==> config.mk <==
export PLATFORM = sky130hd
export DESIGN_NAME = exmem_stage
export DESIGN_NICKNAME = d
export VERILOG_FILES = /design/src/rtl/exmem_pkg.sv /design/src/rtl/exmem_stage_branch_cond.sv /design/src/rtl/exmem_stage.sv
export SDC_FILE = /design/constraint.sdc
export NUM_CORES = 1
export LEC_CHECK = 0
export CORE_MARGIN = 5
export CORE_UTILIZATION = 39
export DETAILED_ROUTE_END_ITERATION = 8
export GPL_TIMING_DRIVEN = 0
export PLACE_DENSITY = 0.91
export SYNTH_ARGS = -nofsm -noshare
export SYNTH_HDL_FRONTEND = slang
export SYNTH_HIERARCHICAL = 1
export SYNTH_SLANG_ARGS = --single-unit
==> constraint.sdc <==
create_clock -name clk -period 6.3 [get_ports clk]
set_input_delay 0.945 -clock clk [delete_from_list [all_inputs] [get_ports clk]]
set_output_delay 0.945 -clock clk [all_outputs]
set_load 0.005 [all_outputs]
==> src/rtl/exmem_pkg.sv <==
// Shared types and constants for the EX/MEM boundary stage.
package exmem_pkg;

  typedef enum logic [1:0] {
    BR_NONE = 2'b00,
    BR_EQ   = 2'b01,
    BR_NE   = 2'b10,
    BR_LTZ  = 2'b11
  } br_type_t;

  typedef enum logic {
    RUN   = 1'b0,
    FLUSH = 1'b1
  } state_t;

  // ExcCode 12 (arithmetic overflow) placed in cause bits 6:2.
  localparam logic [31:0] EXC_OVF_CAUSE = 32'h30;

endpackage

==> src/rtl/exmem_stage_branch_cond.sv <==
// Branch condition decode from the ALU zero/sign flags.
import exmem_pkg::*;

module branch_cond (
  input  br_type_t br_type,
  input  logic     zout,
  input  logic     minus,
  output logic     taken
);

  // Select the flag that resolves each branch type; minus only matters for bltz.
  always_comb begin
    taken = 1'b0;
    unique case (br_type)
      BR_NONE: taken = 1'b0;
      BR_EQ:   taken = zout;
      BR_NE:   taken = ~zout;
      BR_LTZ:  taken = minus;
      default: taken = 1'b0;
    endcase
  end

endmodule

==> src/rtl/exmem_stage.sv <==
// EX/MEM pipeline register with branch resolution, precise overflow trap,
// EPC/cause capture, one-shot flush and a saturating overflow counter.
import exmem_pkg::*;

module exmem_stage #(
  parameter int W     = 32,
  parameter int CNT_W = 8
) (
  input  logic             clk,
  input  logic             reset,
  input  logic             stall,
  input  logic             ex_valid,
  input  logic [W-1:0]     ex_pc,
  input  logic [W-1:0]     alu_sum,
  input  logic             alu_zout,
  input  logic             alu_minus,
  input  logic             alu_ovf,
  input  logic             ex_ovf_chk,
  input  logic [1:0]       ex_br_type,
  input  logic [W-1:0]     ex_br_target,
  input  logic [W-1:0]     ex_rt_data,
  input  logic [4:0]       ex_dest,
  input  logic             ex_regwrite,
  input  logic             ex_memread,
  input  logic             ex_memwrite,
  input  logic             ex_memtoreg,
  output logic             mem_valid,
  output logic [W-1:0]     mem_alu_result,
  output logic [W-1:0]     mem_store_data,
  output logic [4:0]       mem_dest,
  output logic             mem_regwrite,
  output logic             mem_memread,
  output logic             mem_memwrite,
  output logic             mem_memtoreg,
  output logic             br_taken,
  output logic [W-1:0]     br_target,
  output logic             exc_flush,
  output logic [W-1:0]     epc,
  output logic [W-1:0]     cause,
  output logic [CNT_W-1:0] ovf_count
);

  state_t   state;
  br_type_t br_type;
  logic     cond_taken;
  logic     live;
  logic     trap;
  logic     br_hit;
  logic     en;

  assign br_type = br_type_t'(ex_br_type);

  branch_cond u_branch_cond (
    .br_type (br_type),
    .zout    (alu_zout),
    .minus   (alu_minus),
    .taken   (cond_taken)
  );

  // Squash, trap and branch qualification for the instruction sitting in EX.
  always_comb begin
    live   = ex_valid & ~br_taken & (state == RUN);
    trap   = live & ex_ovf_chk & alu_ovf;
    br_hit = live & ~trap & cond_taken;
    en     = live & ~trap & ~br_hit;
  end

  // Pipeline register, exception capture, counter and RUN/FLUSH state.
  // Pulses are cleared during stall so each stays exactly one cycle wide.
  always_ff @(posedge clk or posedge reset) begin
    if (reset) begin
      state          <= RUN;
      mem_valid      <= 1'b0;
      mem_alu_result <= '0;
      mem_store_data <= '0;
      mem_dest       <= '0;
      mem_regwrite   <= 1'b0;
      mem_memread    <= 1'b0;
      mem_memwrite   <= 1'b0;
      mem_memtoreg   <= 1'b0;
      br_taken       <= 1'b0;
      br_target      <= '0;
      exc_flush      <= 1'b0;
      epc            <= '0;
      cause          <= '0;
      ovf_count      <= '0;
    end else if (stall) begin
      br_taken  <= 1'b0;
      exc_flush <= 1'b0;
    end else begin
      mem_valid      <= live & ~trap;
      mem_alu_result <= alu_sum;
      mem_store_data <= ex_rt_data;
      mem_dest       <= ex_dest;
      mem_regwrite   <= en & ex_regwrite;
      mem_memread    <= en & ex_memread;
      mem_memwrite   <= en & ex_memwrite;
      mem_memtoreg   <= en & ex_memtoreg;
      br_taken       <= br_hit;
      exc_flush      <= trap;
      if (br_hit) begin
        br_target <= ex_br_target;
      end
      if (trap) begin
        epc   <= ex_pc;
        cause <= W'(EXC_OVF_CAUSE);
        if (ovf_count != '1) begin
          ovf_count <= ovf_count + CNT_W'(1);
        end
      end
      unique case (state)
        RUN:     state <= trap ? FLUSH : RUN;
        FLUSH:   state <= RUN;
        default: state <= RUN;
      endcase
    end
  end

endmodule

==> results of run 1 <==
## registers in the layout (all words and copies together), names as in the netlist
signal,cells
br_target,32
epc,32
mem_alu_result,32
mem_store_data,32
ovf_count,8
mem_dest,5
br_taken,1
cause,1
exc_flush,1
mem_memread,1
mem_memtoreg,1
mem_memwrite,1
mem_regwrite,1
mem_valid,1
state,1
## metal layers
metal / vias up / routed length [microns] / track usage [%]
met5: - / 0 / 0
met4: 0 / 313 / 6.99
met3: 27 / 1370 / 7.03
met2: 191 / 8970 / 34.4
met1: 2095 / 6010 / 20.1
li1: 1928 / - / -
## where the power goes
group	switching [mW]	internal (mW)	leakage (nW)	total, mW
clock	0.390	0.683	0.302	1.07
sequential	0.102	1.13	1.80	1.24
combinational	0.213	0.498	2.16	0.711
## area by class of cell
cell class	count	area, sq um	share of cell area [%]
multi-input combinational	201	1910	19.3
buffer	46	324	3.29
inverter	3	16.3	0.165
timing repair buffer	297	2990	30.3
clock inverter	12	175	1.78
clock buffer	20	457	4.63
tap	188	235	2.39
sequential	150	3750	38.1
## critical path, stage by stage
cell and delay, ns:
sky130_fd_sc_hd__clkdlybuf4s50_1 0.57, sky130_fd_sc_hd__or4b_4 0.63, sky130_fd_sc_hd__nor2_1 0.14, sky130_fd_sc_hd__buf_2 0.28, sky130_fd_sc_hd__buf_4 0.26, sky130_fd_sc_hd__mux2_2 0.36
## cells in the final DEF, fill, tap and decap left out, types with 2 or more instances in the layout
cell type,n
sky130_fd_sc_hd__a21o_1,2
sky130_fd_sc_hd__a22o_1,4
sky130_fd_sc_hd__buf_4,34
sky130_fd_sc_hd__clkinv_2,3
sky130_fd_sc_hd__buf_1,3
sky130_fd_sc_hd__conb_1,30
sky130_fd_sc_hd__clkinvlp_4,3
sky130_fd_sc_hd__nand4_1,3
sky130_fd_sc_hd__clkbuf_8,2
sky130_fd_sc_hd__clkbuf_1,6
sky130_fd_sc_hd__xnor2_1,3
sky130_fd_sc_hd__clkbuf_16,17
sky130_fd_sc_hd__nand2b_1,2
sky130_fd_sc_hd__bufinv_16,4
sky130_fd_sc_hd__mux2_1,29
sky130_fd_sc_hd__nand2_1,5
sky130_fd_sc_hd__and3_1,3
sky130_fd_sc_hd__inv_1,2
sky130_fd_sc_hd__buf_6,3
sky130_fd_sc_hd__clkdlybuf4s50_1,296
sky130_fd_sc_hd__mux2_2,108
sky130_fd_sc_hd__inv_6,2
sky130_fd_sc_hd__dfrtp_1,150
## worst max-delay path by stage
stage	to	slack, ns	cells after the start
finish	epc[22]$_DFFE_PP0P_	3.41	6
global route	epc[27]$_DFFE_PP0P_	3.33	6
CTS	epc[22]$_DFFE_PP0P_	3.41	6
detailed placement	epc[22]$_DFFE_PP0P_	2.96	6
global placement	mem_memtoreg$_DFFE_PP0N_	-0.29	2
floorplan	br_taken$_DFF_PP0_	1.32	1
## logic make-up (layout without fill, tap and decap cells)
family	after synthesis	in the layout
other	1	30
flip-flops	150	150
XOR/XNOR	4	4
AND/OR/NAND/NOR	19	19
adder cells (fa/ha/maj)	1	1
buffers and inverters	49	378
multiplexers	138	138
AO/OA/AOI/OAI	9	9
## stage by stage
step	TNS [ns]	worst slack, ns	area, sq um
2_1_floorplan	0	1.32	6000
3_3_place_gp	-41.32	-0.287	9190
3_5_place_dp	0	2.96	9230
4_1_cts	0	3.41	9860
5_1_grt	0	3.33	9860
6_report	0	3.41	9860
==> results.tsv, run 1 <==
metric	value	unit
crit_type	in -> reg	
gp_routability_congestion	0.752	
insertion_delay	0.41	ns
drt_first_pass_iters	4	
syn2layout_area_growth	67.5	%
maximum_capacitance_violations	0	
maxSlewViolCount	0	
startpoint	stall	
setup_viol_count_final	0	
via_per_inst	4.62	
final_min_period_over_clock_period	45.9	%
htree_num_levels	4	
hold_bufs_at_cts	0	
placement.io_buffers	296	
ys_types	29	
fin_hold_ws	0.491	ns
globalRouteTotalUtil	19.0	%
initial_antenna_violation_count	0	
timing.reg2reg.worst_path_depth	5	
path_clk_slew	0.06	ns
synthArstFlopShare	100	%
yosys.area_share.adder	0.213	%
cts_resized	0	
io_pins	327	
drt_iter0_markers	89	
vdd_ir_drop_max	0.239	mV
via_count_of_the_first_global_routing_pass	4853	
timing.fmax	346	MHz
timing.slew.headroom	57.8	%
combinational_family_with_the_most_area_after_synthesis	multiplexers	
grt_max_degree	82	
grt_pass1_wl	26200	microns
sinks_on_the_clock_net	150	
fill_cells	1034	
synth-edff-count	0	
clockRootBuffer	sky130_fd_sc_hd__clkbuf_16	
die_x	133	microns
yosys.area_share.xor_xnor	0.595	%
die_area	17700	sq um
via_count	4241	
complex_gate_fraction_of_the_synthesized_area	1.36	%
number_of_nets_in_the_finished_design	864	
cp_max_fo	10	
timing.hold.worst.class	reg -> reg	
power	3.02	mW
pwr_density_cell	306	nW/um^2
cts-root-to-sink-buffers	2	
hold_viol_final	0	
post_synth_most_frequent_cells	sky130_fd_sc_hd__dfrtp_1, sky130_fd_sc_hd__mux2_2, sky130_fd_sc_hd__buf_4	
synthTopCellsByArea	sky130_fd_sc_hd__dfrtp_1, sky130_fd_sc_hd__mux2_2, sky130_fd_sc_hd__mux2_1	
worst_ep_required	6.60	ns
worst_setup_path_end_kind	flip-flop	
utilization	65.8	%
placeableCoreArea	15000	sq um
worst-slew-pin-transition	0.634	ns
whs_path_depth	1	
yosys.area_share.simple	1.93	%
synthesis.area_per_instance	15.9	sq um
worstHoldStart	mem_valid$_DFFE_PP0N_	
synth_most_common_cell	sky130_fd_sc_hd__dfrtp_1	
outcome	completed	
share_of_cells_above_drive_strength_1	25.2	%
synth_top_cell_by_area	sky130_fd_sc_hd__dfrtp_1	
synth.mux.area_fraction	26.4	%
r2r_slack	4.23	ns
yosys_most_used_dff	sky130_fd_sc_hd__dfrtp_1	
worst_setup_path_start_kind	primary input	
synth.ff_latch_count	150	
yosysSeqAreaShare	63.8	%
initial_utilization	39.3	%
yosys_warns	6	
syn-cell-area	5890	sq um
destination_of_the_worst_hold_path	mem_valid$_DFFE_PP0N_	
post_route_non_filler_standard_cell_count	917	
place.detailed.instances	885	
tritoncts_clock_tree	built	
number_of_buffers_added_by_the_clock_tree_synthesis_step	17	
cts_setup_buffers	0	
fin_skew	0.00662	ns
dr_drc_count	0	
estimated_wirelength_of_the_detail_placed_design	13000	microns
number_of_standard_cell_rows_in_the_floorplan	45	
grt_remaining_overflow	0	
antennaDiodeCount	0	
rr_endpoint	epc[22]$_DFFE_PP0P_	
postRouteWirelength	16700	microns
timing.rr.start	br_taken$_DFF_PP0_	
synth_instances	371	
p_leak	4.26	nW
grt_setup_unrepaired	false	
period_needed	2.89	ns
route.detailed.wl_per_inst	18.2	microns
die-height	133	microns
antenna_left	0	
synthDominantCellAreaShare	63.8	%
data_arrival_time_at_the_worst_slack_endpoint	3.19	ns
Note: power is estimated with default switching activity, not from simulation.
==> run 2, diff against run 1 <==
clock period = 2.9 ns   (was 6.3 ns; I/O delays follow)
==> run 2 against run 1 <==
Hold slack got worse by 0.0087 ns. Clock skew increased by 0.0011 ns. Combinational power grew 120%. First-iteration DRC count grew 20%. Flip-flop and latch count is the same. Worst setup slack got worse by 2.8 ns. Sequential power rose by 120%. Non-clock buffer count is 2 higher. Power grew 120%. Global-route usage rose by 0.27 points. Clock power increased by 120%. Highest routed layer unchanged.
==> results.tsv, run 2 (synthesis results as in run 1) <==
metric	value	unit
vdd_ir_drop_max	0.465	mV
layout_commonest_cell	sky130_fd_sc_hd__clkdlybuf4s50_1	
clockRootBuffer	sky130_fd_sc_hd__clkbuf_16	
number_of_nets_in_the_finished_design	866	
outcome	completed	
cts_setup_buffers	0	
grt_remaining_overflow	0	
period_needed	2.33	ns
maxSlewViolCount	0	
die-height	133	microns
hold_bufs_at_cts	0	
pwr_density_cell	665	nW/um^2
cts-root-to-sink-buffers	2	
crit_path_top_delay_cell	sky130_fd_sc_hd__or4b_4	
share_of_cells_above_drive_strength_1	25.0	%
initial_antenna_violation_count	0	
worst_path_largest_cell_delay	0.63	ns
placement.io_buffers	296	
number_of_buffers_added_by_the_clock_tree_synthesis_step	17	
worst_setup_path_start_kind	primary input	
globalRouteTotalUtil	19.3	%
grt_setup_unrepaired	false	
startpoint	stall	
initial_utilization	39.3	%
insertion_delay	0.41	ns
grt_pass1_wl	26400	microns
die_x	133	microns
worst-slew-pin-transition	0.857	ns
worst_setup_path_end_kind	flip-flop	
fin_tns_setup	0	ns
power	6.58	mW
utilization	66.1	%
worstHoldStart	state$_DFFE_PP0N_	
gp_routability_congestion	0.782	
grt_max_degree	47	
fin_skew	0.00775	ns
hold_viol_final	0	
fin_hold_ws	0.482	ns
worstPathCellList	clkdlybuf4s50_1 > or4b_4 > nor2_1 > buf_2 > buf_4 > mux2_2	
estimated_wirelength_of_the_detail_placed_design	13200	microns
worst_ep_required	3.19	ns
antennaDiodeCount	0	
final_cell_mix	sky130_fd_sc_hd__clkdlybuf4s50_1, sky130_fd_sc_hd__dfrtp_1, sky130_fd_sc_hd__mux2_2, sky130_fd_sc_hd__buf_4, sky130_fd_sc_hd__conb_1	
via_count	4269	
sinks_on_the_clock_net	150	
via_per_inst	4.65	
timing.slew.headroom	42.8	%
htree_num_levels	4	
cp_max_fo	10	
cts_resized	0	
drt_iter0_markers	107	
die_area	17700	sq um
io_pins	327	
tritoncts_clock_tree	built	
timing.hold.worst.class	reg -> reg	
timing.rr.start	br_taken$_DFF_PP0_	
crit_type	in -> reg	
path_clk_slew	0.06	ns
via_count_of_the_first_global_routing_pass	4805	
drt_first_pass_iters	4	
data_arrival_time_at_the_worst_slack_endpoint	2.62	ns
setup_viol_count_final	0	
placeableCoreArea	15000	sq um
postRouteWirelength	16600	microns
dr_drc_count	0	
maximum_capacitance_violations	0	
syn2layout_area_growth	68.1	%
timing.fmax	428	MHz
antenna_left	0	
number_of_standard_cell_rows_in_the_floorplan	45	
p_leak	4.27	nW
final_min_period_over_clock_period	80.5	%
route.detailed.wl_per_inst	18.1	microns
[run 2: power by group]
| part | internal, mW | leakage [nW] | switching [mW] | total, mW |
|---|---|---|---|---|
| registers | 2.46 | 1.80 | 0.221 | 2.69 |
| logic | 1.09 | 2.17 | 0.461 | 1.55 |
| clock network | 1.53 | 0.308 | 0.816 | 2.35 |
[run 2: final timing paths]
| check | slack, ns | cells past startpoint | to |
|---|---|---|---|
| max in group asynchronous | 1.48 | 4 | epc[9]$_DFFE_PP0P_ |
| max reg2reg | 0.84 | 5 | epc[8]$_DFFE_PP0P_ |
| max | 0.57 | 6 | epc[8]$_DFFE_PP0P_ |
| min reg2reg | 0.48 | 1 | state$_DFFE_PP0N_ |
| min in group asynchronous | 0.54 | 2 | mem_store_data[17]$_DFFE_PP0N_ |
| min | 0.48 | 1 | state$_DFFE_PP0N_ |
[run 2: critical path: cells and delay by family]
family	cells	cell delay [ns]
buf+inv	3	1.05
simple gates	2	0.76
mux	1	0.37
[run 2: layer usage]
metal,vias to the layer above,share of wire (%),track usage (%),wire length [microns]
li1,1932,-,-,-
met1,2113,36,20.7,5940
met2,187,53,33.9,8860
met3,37,7.8,6.88,1300
met4,0,3.3,8.60,542
met5,-,0,0,0
[run 2: stage by stage]
| step | instances | setup slack [ns] | cell area [sq um] |
|---|---|---|---|
| after floorplan | 400 | 0.576 | 6000 |
| after global placement | 884 | -0.520 | 9200 |
| after detailed placement | 887 | 0.145 | 9260 |
| after CTS | 919 | 0.573 | 9890 |
| after global routing | 919 | 0.493 | 9890 |
| final | 919 | 0.566 | 9890 |
[run 2: area by class of cell]
class / instances / area (sq um)
clock inverter: 7 / 141
tap: 188 / 235
multi-input combinational: 201 / 1910
fill: 1041 / 5080
buffer: 46 / 324
timing repair buffer: 299 / 3020
clock buffer: 25 / 495
sequential: 150 / 3750
inverter: 3 / 15.0
==> RTL edit: new RTL, settings of run 1 <==
Reset style: synchronous (`reset`), changed in one clocked block.
--- a/src/rtl/exmem_stage.sv
+++ b/src/rtl/exmem_stage.sv
@@ -67,7 +67,7 @@
 
   // Pipeline register, exception capture, counter and RUN/FLUSH state.
   // Pulses are cleared during stall so each stays exactly one cycle wide.
-  always_ff @(posedge clk or posedge reset) begin
+  always_ff @(posedge clk) begin
     if (reset) begin
       state          <= RUN;
       mem_valid      <= 1'b0;
Check against the original RTL: differs if reset is asserted again (counterexample within 4 cycles, from zero or initial values and one cycle with reset high); with reset held inactive, the same outputs for 4 cycles.
==> RTL edit against run 1 <==
Final area down 4.1%. Sequential share of layout area down 6.3 points. First-iteration DRC count rose to 3.2 times the old value. Via count up 26%. Wire length up 12%. Sequential cell count unchanged. Setup slack better by 0.31 ns. Synthesized area down 5.0%. Critical path type unchanged. Largest cell class is now non-clock buffers.
Power is not compared: it rests on default switching activity, and its combinational part moved more than twofold at a synthesized area within 25%.
==> RTL edit: results <==
metrics = {
    "placement": {
        "place_ws_ns": 3.27,
        "dpl-instance-area_mm2": 0.00887,
        "hpwl_um": 14500,
        "gp_congestion": 0.829,
    },
    "outcome": {
        "status": "finished, final reports clean",
    },
    "global_route": {
        "grtUsageMet2_pct": 36.4,
        "grt_use_met1_pct": 24.4,
        "grt.total_usage_pct": 21.3,
        "grt_overflow": 0,
        "grt_pass1_wl_um": 27600,
        "grt_pass1_vias": 5180,
        "grt_max_degree": 17,
    },
    "layout": {
        "layout.nets": 1105,
    },
    "timing": {
        "whs_ns": 0.454,
        "slew_headroom_pct": 49.7,
        "worst_clock_skew_ns": 0.00659,
    },
    "drt": {
        "wl_um": 18600,
        "wire_per_inst_um": 16.2,
        "viasPerCell": 4.65,
        "drt_iter0_drc": 287,
    },
    "yosys": {
        "synth_compound_area_share_pct": 7.49,
        "yosys.area_share.xor_xnor_pct": 0.313,
        "yosysUniqueCellTypes": 36,
        "netlist_top_cells_count": "dfxtp_1 (150), nand2_1 (132), nor2_1 (83)",
        "synth_area_leaders": "dfxtp_1 (54%), mux2i_1 (13%), nand2_1 (8.9%)",
        "synth_async_sr_flop_share_pct": 0,
        "synth_mux_area_share_pct": 12.9,
        "syn_area_per_cell_um2": 9.10,
    },
    "setup_path": {
        "r2r_start": "state",
        "r2r_slack_ns": 4.39,
        "reg2reg_to": "epc[14]",
        "cpPeakStageDelay_ns": 0.53,
        "slowest_stage": "clkdlybuf4s50_1",
    },
    "worst_hold_path": {
        "hold_start": "br_target[22]",
        "min_to": "br_target[22]",
    },
}
[RTL edit: changes by cell type in the layout (fill, tap and decap cells not counted), sizes merged, moves of 3 or more]
cell,delta
nor2,+83
nand3,+3
buf,+4
dfrtp,-150
a22o,-4
dfxtp,+150
a21oi,+65
a22oi,+5
clkbuf,+23
mux2i,+71
nand2,+126
mux2,-137
nor3,+6
[RTL edit: worst max path at each step]
stage	end	from	slack, ns
3_3_place_gp	br_target[21]	alu_zout	3.35
5_1_grt	epc[5]	ex_valid	3.55
4_1_cts	epc[24]	ex_valid	3.72
2_1_floorplan	ovf_count[7]	stall	3.91
3_5_place_dp	epc[24]	ex_valid	3.27
6_report	br_target[5]	alu_zout	3.72
[RTL edit: power by group through the flow]
stage | clock [W] | combinational, W | sequential (W)
4_1_cts | 0.00102 | 0.000307 | 0.00101
3_5_place_dp | 0 | 0.000305 | 0.00103
2_1_floorplan | 0 | 0.000105 | 0.00103
5_1_grt | 0.00106 | 0.000328 | 0.00101
3_3_place_gp | 0 | 0.000300 | 0.00103
6_report | 0.000997 | 0.000305 | 0.00101
[RTL edit: area by class of cell]
type                    instances  area [um2]
clock inverters                 8        97.6
multi-input cells             420        2280
clock buffers                  23         488
flip-flops and latches        150        3000
well taps                     180         225
repair buffers                294        2940
inverters                       3        11.3
fillers                      1097        4530
plain buffers                  71         412
[RTL edit: per-layer routing]
layer | part of all wire, % | wire length, um
met2 | 50 | 9360
met4 | 2.4 | 443
met3 | 8.7 | 1630
met1 | 39 | 7210
met5 | 0 | 0
[RTL edit: worst max-delay path: cells and delay by family]
family                 cells  cell delay [ns]
AO/OA/AOI/OAI              2             0.48
multiplexers               1             0.10
buffers and inverters      3             1.07
AND/OR/NAND/NOR            2             0.31
